File: src/rtl/miriscv_mem_arb_pkg.sv
// Shared types for the MIRISCV instruction/data memory arbiter.
//   arb_state_e  : arbiter FSM states
//   owner_e      : which requester owns the transaction in flight
//   STARVE_CNT_W : width of the data-over-instruction starvation counter
package miriscv_mem_arb_pkg;

  typedef enum logic [1:0] {IDLE, ISSUE, WAIT} arb_state_e;

  typedef enum logic {OWN_INSTR, OWN_DATA} owner_e;

  localparam int STARVE_CNT_W = 4;

endpackage

File: src/rtl/miriscv_arb_watchdog.sv
// Response watchdog for the memory arbiter.
//   clk    : clock
//   arstn  : synchronous active-low reset
//   clr    : zero the counter (asserted the cycle before the wait phase starts)
//   en     : count while waiting for a memory response
//   expire : high while enabled and the count has reached TIMEOUT_CYC-1
module miriscv_arb_watchdog #(
  parameter int TIMEOUT_CYC = 256
) (
  input  logic clk,
  input  logic arstn,
  input  logic clr,
  input  logic en,
  output logic expire
);

  localparam int CNT_W = $clog2(TIMEOUT_CYC);

  logic [CNT_W-1:0] cnt_q;

  always_ff @(posedge clk) begin
    if (!arstn) begin
      cnt_q <= '0;
    end else if (clr) begin
      cnt_q <= '0;
    end else if (en) begin
      cnt_q <= cnt_q + CNT_W'(1);
    end
  end

  assign expire = en && (cnt_q == CNT_W'(TIMEOUT_CYC - 1));

endmodule

File: src/rtl/miriscv_mem_arbiter.sv
// Single-port memory arbiter between the MIRISCV fetch and load/store ports.
// One transaction in flight; data has priority over fetch unless the fetch
// has been passed over STARVE_LIMIT times in a row. All outputs registered.
//   clk_i, arstn_i           : clock, synchronous active-low reset
//   instr_req_i/addr_i       : fetch request (held until instr_rvalid_o)
//   instr_rvalid_o/rdata_o   : fetch response, 1-cycle pulse
//   data_req_i/we/be/addr/wdata : load/store request (held until data_rvalid_o)
//   data_rvalid_o/rdata_o    : load/store response, 1-cycle pulse
//   mem_req_o/we/be/addr/wdata : memory request, mem_req_o is a 1-cycle pulse
//   mem_rvalid_i/rdata_i     : memory response
//   timeout_o                : sticky flag, memory failed to answer in time
//   busy_o                   : transaction in flight
module miriscv_mem_arbiter
  import miriscv_mem_arb_pkg::*;
#(
  parameter int ADDR_W       = 32,
  parameter int DATA_W       = 32,
  parameter int STARVE_LIMIT = 4,
  parameter int TIMEOUT_CYC  = 256
) (
  input  logic                clk_i,
  input  logic                arstn_i,
  input  logic                instr_req_i,
  input  logic [ADDR_W-1:0]   instr_addr_i,
  output logic                instr_rvalid_o,
  output logic [DATA_W-1:0]   instr_rdata_o,
  input  logic                data_req_i,
  input  logic                data_we_i,
  input  logic [DATA_W/8-1:0] data_be_i,
  input  logic [ADDR_W-1:0]   data_addr_i,
  input  logic [DATA_W-1:0]   data_wdata_i,
  output logic                data_rvalid_o,
  output logic [DATA_W-1:0]   data_rdata_o,
  output logic                mem_req_o,
  output logic                mem_we_o,
  output logic [DATA_W/8-1:0] mem_be_o,
  output logic [ADDR_W-1:0]   mem_addr_o,
  output logic [DATA_W-1:0]   mem_wdata_o,
  input  logic                mem_rvalid_i,
  input  logic [DATA_W-1:0]   mem_rdata_i,
  output logic                timeout_o,
  output logic                busy_o
);

  localparam int BE_W = DATA_W / 8;
  localparam logic [STARVE_CNT_W-1:0] STARVE_MAX = STARVE_CNT_W'(STARVE_LIMIT);

  arb_state_e              state_q, state_d;
  owner_e                  owner_q, owner_d;
  logic [STARVE_CNT_W-1:0] starve_q, starve_d;

  logic              mem_req_d, mem_we_d;
  logic [BE_W-1:0]   mem_be_d;
  logic [ADDR_W-1:0] mem_addr_d;
  logic [DATA_W-1:0] mem_wdata_d;
  logic              instr_rvalid_d, data_rvalid_d;
  logic [DATA_W-1:0] instr_rdata_d, data_rdata_d;
  logic              timeout_d, busy_d;
  logic              grant_instr;
  logic              wd_expire;

  function automatic logic [STARVE_CNT_W-1:0] starve_inc(input logic [STARVE_CNT_W-1:0] cnt);
    return (cnt >= STARVE_MAX) ? STARVE_MAX : cnt + STARVE_CNT_W'(1);
  endfunction

  miriscv_arb_watchdog #(
    .TIMEOUT_CYC(TIMEOUT_CYC)
  ) u_watchdog (
    .clk   (clk_i),
    .arstn (arstn_i),
    .clr   (state_q == ISSUE),
    .en    (state_q == WAIT),
    .expire(wd_expire)
  );

  always_comb begin
    state_d        = state_q;
    owner_d        = owner_q;
    starve_d       = starve_q;
    mem_req_d      = 1'b0;
    mem_we_d       = mem_we_o;
    mem_be_d       = mem_be_o;
    mem_addr_d     = mem_addr_o;
    mem_wdata_d    = mem_wdata_o;
    instr_rvalid_d = 1'b0;
    data_rvalid_d  = 1'b0;
    instr_rdata_d  = instr_rdata_o;
    data_rdata_d   = data_rdata_o;
    timeout_d      = timeout_o;
    grant_instr    = instr_req_i && (!data_req_i || (starve_q == STARVE_MAX));

    case (state_q)
      IDLE: begin
        // While a response is being returned the requester still holds its
        // req; skip arbitration for that cycle so a stale req is not re-granted.
        if (!instr_rvalid_o && !data_rvalid_o && (instr_req_i || data_req_i)) begin
          state_d   = ISSUE;
          mem_req_d = 1'b1;
          if (grant_instr) begin
            owner_d     = OWN_INSTR;
            mem_we_d    = 1'b0;
            mem_be_d    = '1;
            mem_addr_d  = instr_addr_i;
            mem_wdata_d = '0;
            starve_d    = '0;
          end else begin
            owner_d     = OWN_DATA;
            mem_we_d    = data_we_i;
            mem_be_d    = data_be_i;
            mem_addr_d  = data_addr_i;
            mem_wdata_d = data_wdata_i;
            starve_d    = instr_req_i ? starve_inc(starve_q) : '0;
          end
        end
      end
      ISSUE: begin
        state_d = WAIT;
      end
      WAIT: begin
        if (mem_rvalid_i) begin
          state_d = IDLE;
          if (owner_q == OWN_INSTR) begin
            instr_rvalid_d = 1'b1;
            instr_rdata_d  = mem_rdata_i;
          end else begin
            data_rvalid_d = 1'b1;
            data_rdata_d  = mem_rdata_i;
          end
        end else if (wd_expire) begin
          // Abandon the transaction; the owner still holds req and is re-arbitrated.
          state_d   = IDLE;
          timeout_d = 1'b1;
        end
      end
      default: state_d = IDLE;
    endcase

    busy_d = (state_d != IDLE);
  end

  always_ff @(posedge clk_i) begin
    if (!arstn_i) begin
      state_q        <= IDLE;
      owner_q        <= OWN_INSTR;
      starve_q       <= '0;
      mem_req_o      <= 1'b0;
      mem_we_o       <= 1'b0;
      mem_be_o       <= '0;
      mem_addr_o     <= '0;
      mem_wdata_o    <= '0;
      instr_rvalid_o <= 1'b0;
      data_rvalid_o  <= 1'b0;
      instr_rdata_o  <= '0;
      data_rdata_o   <= '0;
      timeout_o      <= 1'b0;
      busy_o         <= 1'b0;
    end else begin
      state_q        <= state_d;
      owner_q        <= owner_d;
      starve_q       <= starve_d;
      mem_req_o      <= mem_req_d;
      mem_we_o       <= mem_we_d;
      mem_be_o       <= mem_be_d;
      mem_addr_o     <= mem_addr_d;
      mem_wdata_o    <= mem_wdata_d;
      instr_rvalid_o <= instr_rvalid_d;
      data_rvalid_o  <= data_rvalid_d;
      instr_rdata_o  <= instr_rdata_d;
      data_rdata_o   <= data_rdata_d;
      timeout_o      <= timeout_d;
      busy_o         <= busy_d;
    end
  end

endmodule

File: config.mk
export PLATFORM = sky130hd
export DESIGN_NAME = miriscv_mem_arbiter
export DESIGN_NICKNAME = d
export VERILOG_FILES = /design/src/rtl/miriscv_mem_arb_pkg.sv /design/src/rtl/miriscv_arb_watchdog.sv /design/src/rtl/miriscv_mem_arbiter.sv
export SDC_FILE = /design/constraint.sdc
export NUM_CORES = 1
export LEC_CHECK = 0
export ABC_AREA = 1
export BUFFER_PORTS_ARGS = -buffer_cell sky130_fd_sc_hd__clkbuf_2
export CORE_UTILIZATION = 40
export CTS_CLUSTER_SIZE = 25
export DETAILED_ROUTE_END_ITERATION = 7
export GPL_ROUTABILITY_DRIVEN = 0
export PLACE_DENSITY = 0.7
export SLEW_MARGIN = 20
export SYNTH_ARGS = -nofsm -noshare
export SYNTH_HDL_FRONTEND = slang
export SYNTH_SLANG_ARGS = --single-unit
export TNS_END_PERCENT = 50
File: constraint.sdc
create_clock -name clk_i -period 1.5 [get_ports clk_i]
set_input_delay 0.15 -clock clk_i [delete_from_list [all_inputs] [get_ports clk_i]]
set_output_delay 0.15 -clock clk_i [all_outputs]
set_load 0.05 [all_outputs]
; ---- Word level (Yosys, flattened, before mapping)
; Index checks and enable logic that the tools add are counted.
[word_totals]
output_inout_bits = 138
ff_bits = 153
input_bits = 138
[classes]
muxes = 15
eq_ne = 4
bitwise_logic = 3
addsub = 2
magnitude_cmp = 1
reduce_logical = 18
[op_table]
columns = operator, count
row1 = 32-bit two-way mux, 2
row2 = 4-bit two-way mux, 4
row3 = 3-bit AND reduction, 4
row4 = "8-bit by 1-bit adder with 8-bit output, second input constant", 1
row5 = "8-bit equality test, second input constant", 1
row6 = 2-bit two-way mux, 3
row7 = 2-bit case mux with 3 select lines, 1
row8 = 1-bit two-way mux, 5
row9 = "4-bit by 1-bit adder with 4-bit output, second input constant", 1
row10 = "4-bit by 3-bit equality test with 1-bit output, second input constant", 1
row11 = "4-bit by 3-bit greater-or-equal comparator with 1-bit output, second input constant", 1
row12 = 1-bit logical AND, 4
row13 = 2-bit AND reduction, 2
row14 = 1-bit logical NOT, 3
row15 = 1-bit NOT, 3
row16 = "2-bit by 1-bit equality test with 1-bit output, second input constant", 1
row17 = "2-bit equality test, second input constant", 1
row18 = 2-bit logical NOT, 1
row19 = 1-bit logical OR, 2
row20 = 2-bit nonzero test, 1
row21 = 2-bit OR reduction, 1

; ---- Longest topological paths before layout
[logic_depth]
depth_word = 6
mapped_depth = 9

; ---- By module
; From an unflattened synthesis, not the netlist that was laid out.
[hier_totals]
hier_cells = 846
hier_area_um2 = 6160.9
[modules_own_cells]
columns = mod, instances, seq_area_each_um2, cells_per_inst, area_per_inst_um2
row1 = miriscv_mem_arbiter, 1, 2902.8, 792, 5786.8
row2 = miriscv_arb_watchdog, 1, 160.2, 54, 374.1

; ---- Worst setup path after synthesis
; No wires, ideal clock.
[synth_timing]
path_kind = register to register
startpoint = register data_rvalid_o
endpoint = register mem_wdata_o[13]
n_path_buf = 2
t_arrival_ps = 1421
setup_ps = 71
period_less_slack_ps = 1492
required_ps = 1429
path_slack_ps = 8
stages_incl_launch_ff = 9
cell_sequence = dfxtp_1 nor2_1 nand2_2 nor2_4 inv_2 buf_4 buf_2 nand2_1 a21oi_2
[synth_between]
elab_chain_len = 4
[synth_rtl]
columns = element, line_no
row1 = from (decl), miriscv_mem_arbiter.sv:32  ; output logic data_rvalid_o,
row2 = from (signal assigned), miriscv_mem_arbiter.sv:167  ; data_rvalid_o <= data_rvalid_d;
row3 = 1-bit logical NOT, miriscv_mem_arbiter.sv:96  ; if (!instr_rvalid_o && !data_rvalid_o && (instr_req_i || data_req_i)) begin
row4 = 1-bit logical AND (2 in a row), miriscv_mem_arbiter.sv:96
row5 = 2-bit AND reduction (no line), n/a
row6 = to (signal assigned), miriscv_mem_arbiter.sv:165  ; mem_wdata_o <= mem_wdata_d;
row7 = to (decl), miriscv_mem_arbiter.sv:38  ; output logic [DATA_W-1:0] mem_wdata_o,
; No other way between the ends.
; A chain may end at the register's enable or synchronous reset.

; ---- Worst setup path after layout
[layout_timing]
startpoint = register starve_q[0]
endpoint = register mem_wdata_o[15]
[layout_between]
elab_chain_len = 4
[layout_rtl]
columns = element, line_no
row1 = from (decl), miriscv_mem_arbiter.sv:50  ; logic [STARVE_CNT_W-1:0] starve_q, starve_d;
row2 = from (signal assigned), miriscv_mem_arbiter.sv:160  ; starve_q <= starve_d;
row3 = 4-bit by 3-bit equality test with 1-bit output, miriscv_mem_arbiter.sv:90  ; grant_instr = instr_req_i && (!data_req_i || (starve_q == STARVE_MAX));
row4 = 1-bit logical OR, miriscv_mem_arbiter.sv:90
row5 = 1-bit logical AND, miriscv_mem_arbiter.sv:90
row6 = 32-bit two-way mux, miriscv_mem_arbiter.sv:99  ; if (grant_instr) begin
; No other way between the ends.

==> summary.txt <==
Yosys
  – Seq/Total Area, Yosys: 46.40%
  – Main combinational cell family by area after synthesis: simple AND/OR/NAND/NOR gates
  – Cell count after synthesis: about 820
  – FFs w/ async S/R, synth: 0%
  – Mean Syn Cell Area: between 8 and 9 um^2
  – Complex-gate fraction of the synthesized area: ~15%
  – Adder-cell area share of the yosys netlist: less than 1%
  – Syn Nets: slightly below 1000
  – EDFF count, synth: 0
  – Flops & latches, synth: around 150
  – Simple-Gate Fraction of Synth Area: 27.77%
  – Main synth FF type: dfxtp_1
  – YS warnings: 0
  – XOR/XNOR Fraction of Synth Area: 0%
  – Multiplexer share of the synthesized area: 0%
  – Synthesized area: 6601 um^2
  – Count of cell types in the netlist: 29

Run status
  – Status: complete, no violations

Route
  – Via count: ~6800
  – Vias per cell: roughly 4.8
  – Remaining DRCs: 0
  – Antenna violation net count after detailed routing: 0
  – Iter 0 DRT Violations: 309
  – Total wire length: 19800 um
  – Per-cell routed wire length: ~14 um
  – TritonRoute pass-1 iters: 4

Worst hold path
  – Worst Hold Depth: 4
  – Min-delay src: data_be_i[3]
  – Worst Hold Class: primary input to flop
  – WHS Endpoint: mem_be_o[3]

STA
  – Relative slew slack: approximately 64%
  – RSZ-0062 raised after global routing: yes
  – Final period util: around 95%
  – Max Freq: 702.7 MHz
  – Final slew viol count: 0
  – Final setup vio count: 0
  – Pin slew with the least headroom to its limit: between 0.5 and 0.6 ns
  – Fin. Hold Viols: 0
  – Clock skew: between 0.009 and 0.01 ns
  – Min cycle time layout: around 1.4 ns

Critical path
  – Critical path required time: approximately 1.9 ns
  – Worst Path Arrival: 1.78 ns
  – Reg2Reg Depth: 9
  – FF-to-FF setup slack: 0.08 ns
  – Startpoint types: flop
  – Crit end category: flop
  – R2R Path End: mem_wdata_o[15]
  – Critical path peak fanout: 7
  – Setup CP Type: flop to flop
  – R2R Path Start: starve_q[0]

Floorplanning
  – Die H: between 100 and 150 um
  – Row count: 46
  – Core Area: around 16000 um^2
  – Initial Util: between 40 and 50%
  – Die W: roughly 130 um
  – I/O pin count: 276
  – Die area: 17020 um^2

Cells and area
  – Share of cells above drive strength 1: around two fifths
  – Final core occ: a little over 60%
  – P&R area growth vs syn: 49.00%
  – Nets: approximately 1300
  – Layout Cells excl Fill: around 1400
  – Number of fill cells: approximately 1400
  – # diodes: 0

Clock network
  – Clock latency on the worst-skew pair: roughly 0.42 ns
  – Root Buffer: clkbuf_16
  – Cts bufs inserted: 17
  – Clock tree from TritonCTS: done
  – H-Tree Depth: 4
  – CTS sink count: about 150
  – Maximum clock path buffer count: 2
  – Worst-path clk slew: roughly 0.07 ns

Run
  – Total of max-cap violations: 0

Placement
  – PortBufs: about 280
  – DP HPWL: between 10000 and 15000 um
  – DP Cell Count: about 1300

Pwr
  – P per Cell Area: roughly 1200 nW/um^2
  – Leak: between 4 and 5 nW
  – VDD IR max: a little under 0.8 mV

Global route
  – Grt total ovfl: 0
  – Total GRT Usage: about 22%
  – Largest net degree at the start of global routing: just under 60
  – First-pass GRT wire length: about 30000 um
  – Initial antenna violation count: 0
  – Vias in the first global route: between 6000 and 7000
-- cell usage after synthesis, types with 13 or more instances --
library cell	n	share of area, %
clkinv_1	26	1.5
dfxtp_1	153	46
buf_6	16	2.7
nand3_1	43	3.3
nor2_2	31	2.9
buf_2	13	0.99
nand2_1	132	7.5
nand3_2	37	5.6
inv_1	30	1.7
a21oi_1	38	2.9
nor2_1	113	6.4
clkbuf_1	16	0.91
a21oi_2	37	4.9
o21ai_1	91	6.9
-- per-layer routing --
| layer | global-route usage [%] | wire length [um] |
|---|---|---|
| met5 | 0 | 0 |
| met4 | 9.331 | 494 |
| met3 | 6.678 | 1528 |
| met2 | 36.76 | 9316 |
| met1 | 26.78 | 8460 |
-- report_power, final --
group          leakage, nW  total (mW)  switching, mW  internal (mW)
Combinational         3.02        2.85           1.93          0.919
Clock                0.293        4.32           1.93           2.39
Sequential            1.25        4.50          0.157           4.34
Total                 4.57        11.7           4.02           7.65
-- worst max-delay path: stages (launching register included) --
cell	delay, ns
dfxtp_2	0.33
inv_1	0.04
ha_1	0.20
nand3_2	0.10
nand2_4	0.10
nand2_8	0.14
buf_6	0.12
buf_6	0.14
nand3_2	0.08
a21oi_2	0.12
-- how the worst max path moves through the flow --
stage	from	to	slack, ns
after floorplan	data_rvalid_o	mem_wdata_o[13]	0.008
after global placement	starve_q[1]	mem_addr_o[21]	0.08
after detailed placement	starve_q[0]	mem_wdata_o[16]	0.04
after CTS	starve_q[1]	mem_wdata_o[16]	0.02
after global routing	instr_rvalid_o	mem_addr_o[2]	-0.008
final	starve_q[0]	mem_wdata_o[15]	0.08
-- cells by family (layout without fill, tap and decap cells) --
kind of cell               after synthesis  in the layout
AOI/OAI and AO/OA                      175            175
adders and majority gates                3              3
buffers and inverters                  117            493
DFF                                    153            153
and+or+nand+nor                        373            373
-- flip-flops by register name, summed over array words and instances (netlist names) --
| signal | flops |
|---|---|
| owner_q | 1 |
| mem_req_o | 1 |
| mem_we_o | 1 |
| timeout_o | 1 |
| data_rvalid_o | 1 |
| data_rdata_o | 32 |
| mem_wdata_o | 32 |
| state_q | 2 |
| mem_addr_o | 32 |
| instr_rdata_o | 32 |
| u_watchdog.cnt_q | 8 |
| instr_rvalid_o | 1 |
| busy_o | 1 |
| starve_q | 4 |
| mem_be_o | 4 |
-- stage by stage --
| stage | total power, mW | hold WS (ns) | cell area (um^2) | setup slack, ns | TNS (ns) |
|---|---|---|---|---|---|
| after global routing | 12.21 | 0.0007230 | 9836 | -0.007616 | -0.02297 |
| after global placement | 7.127 | 0.3844 | 8124 | 0.08487 | 0 |
| after floorplan | 6.507 | 0.2782 | 6601 | 0.008007 | 0 |
| after detailed placement | 7.149 | 0.3912 | 8124 | 0.03822 | 0 |
| final | 11.67 | 0.02412 | 9836 | 0.07698 | 0 |
| after CTS | 11.72 | 0.006570 | 9677 | 0.02455 | 0 |
-- repair_timing --
action | in CTS | in global routing
hold buffers | 95 | 0
buffers inserted | 0 | 4
setup endpoints to repair | 0 | 66
hold endpoints to repair | 117 | 0
gates resized for setup | 0 | 20
-- final cells by class --
cell class	count	area (um^2)	share of cell area, %
clock buffers	17	425.4	4.325
well taps	216	270.3	2.748
clock inverters	15	176.4	1.794
repair buffers	401	2743	27.88
inverters	60	227.7	2.315
flip-flops and latches	153	3067	31.18
multi-input cells	551	2927	29.75
-- cells in the final DEF (no fill, tap or decap), types with 37 or more instances in the layout --
cell / Yosys / final
a21oi_2: 37 / 38
nand2_1: 132 / 131
a21oi_1: 38 / 37
dlygate4sd3_1: 0 / 95
nand3_1: 43 / 41
o21ai_1: 91 / 91
nand3_2: 37 / 39
clkbuf_2: 0 / 274
nor2_1: 113 / 112
dfxtp_1: 153 / 150
(Power assumes the default switching activity.)
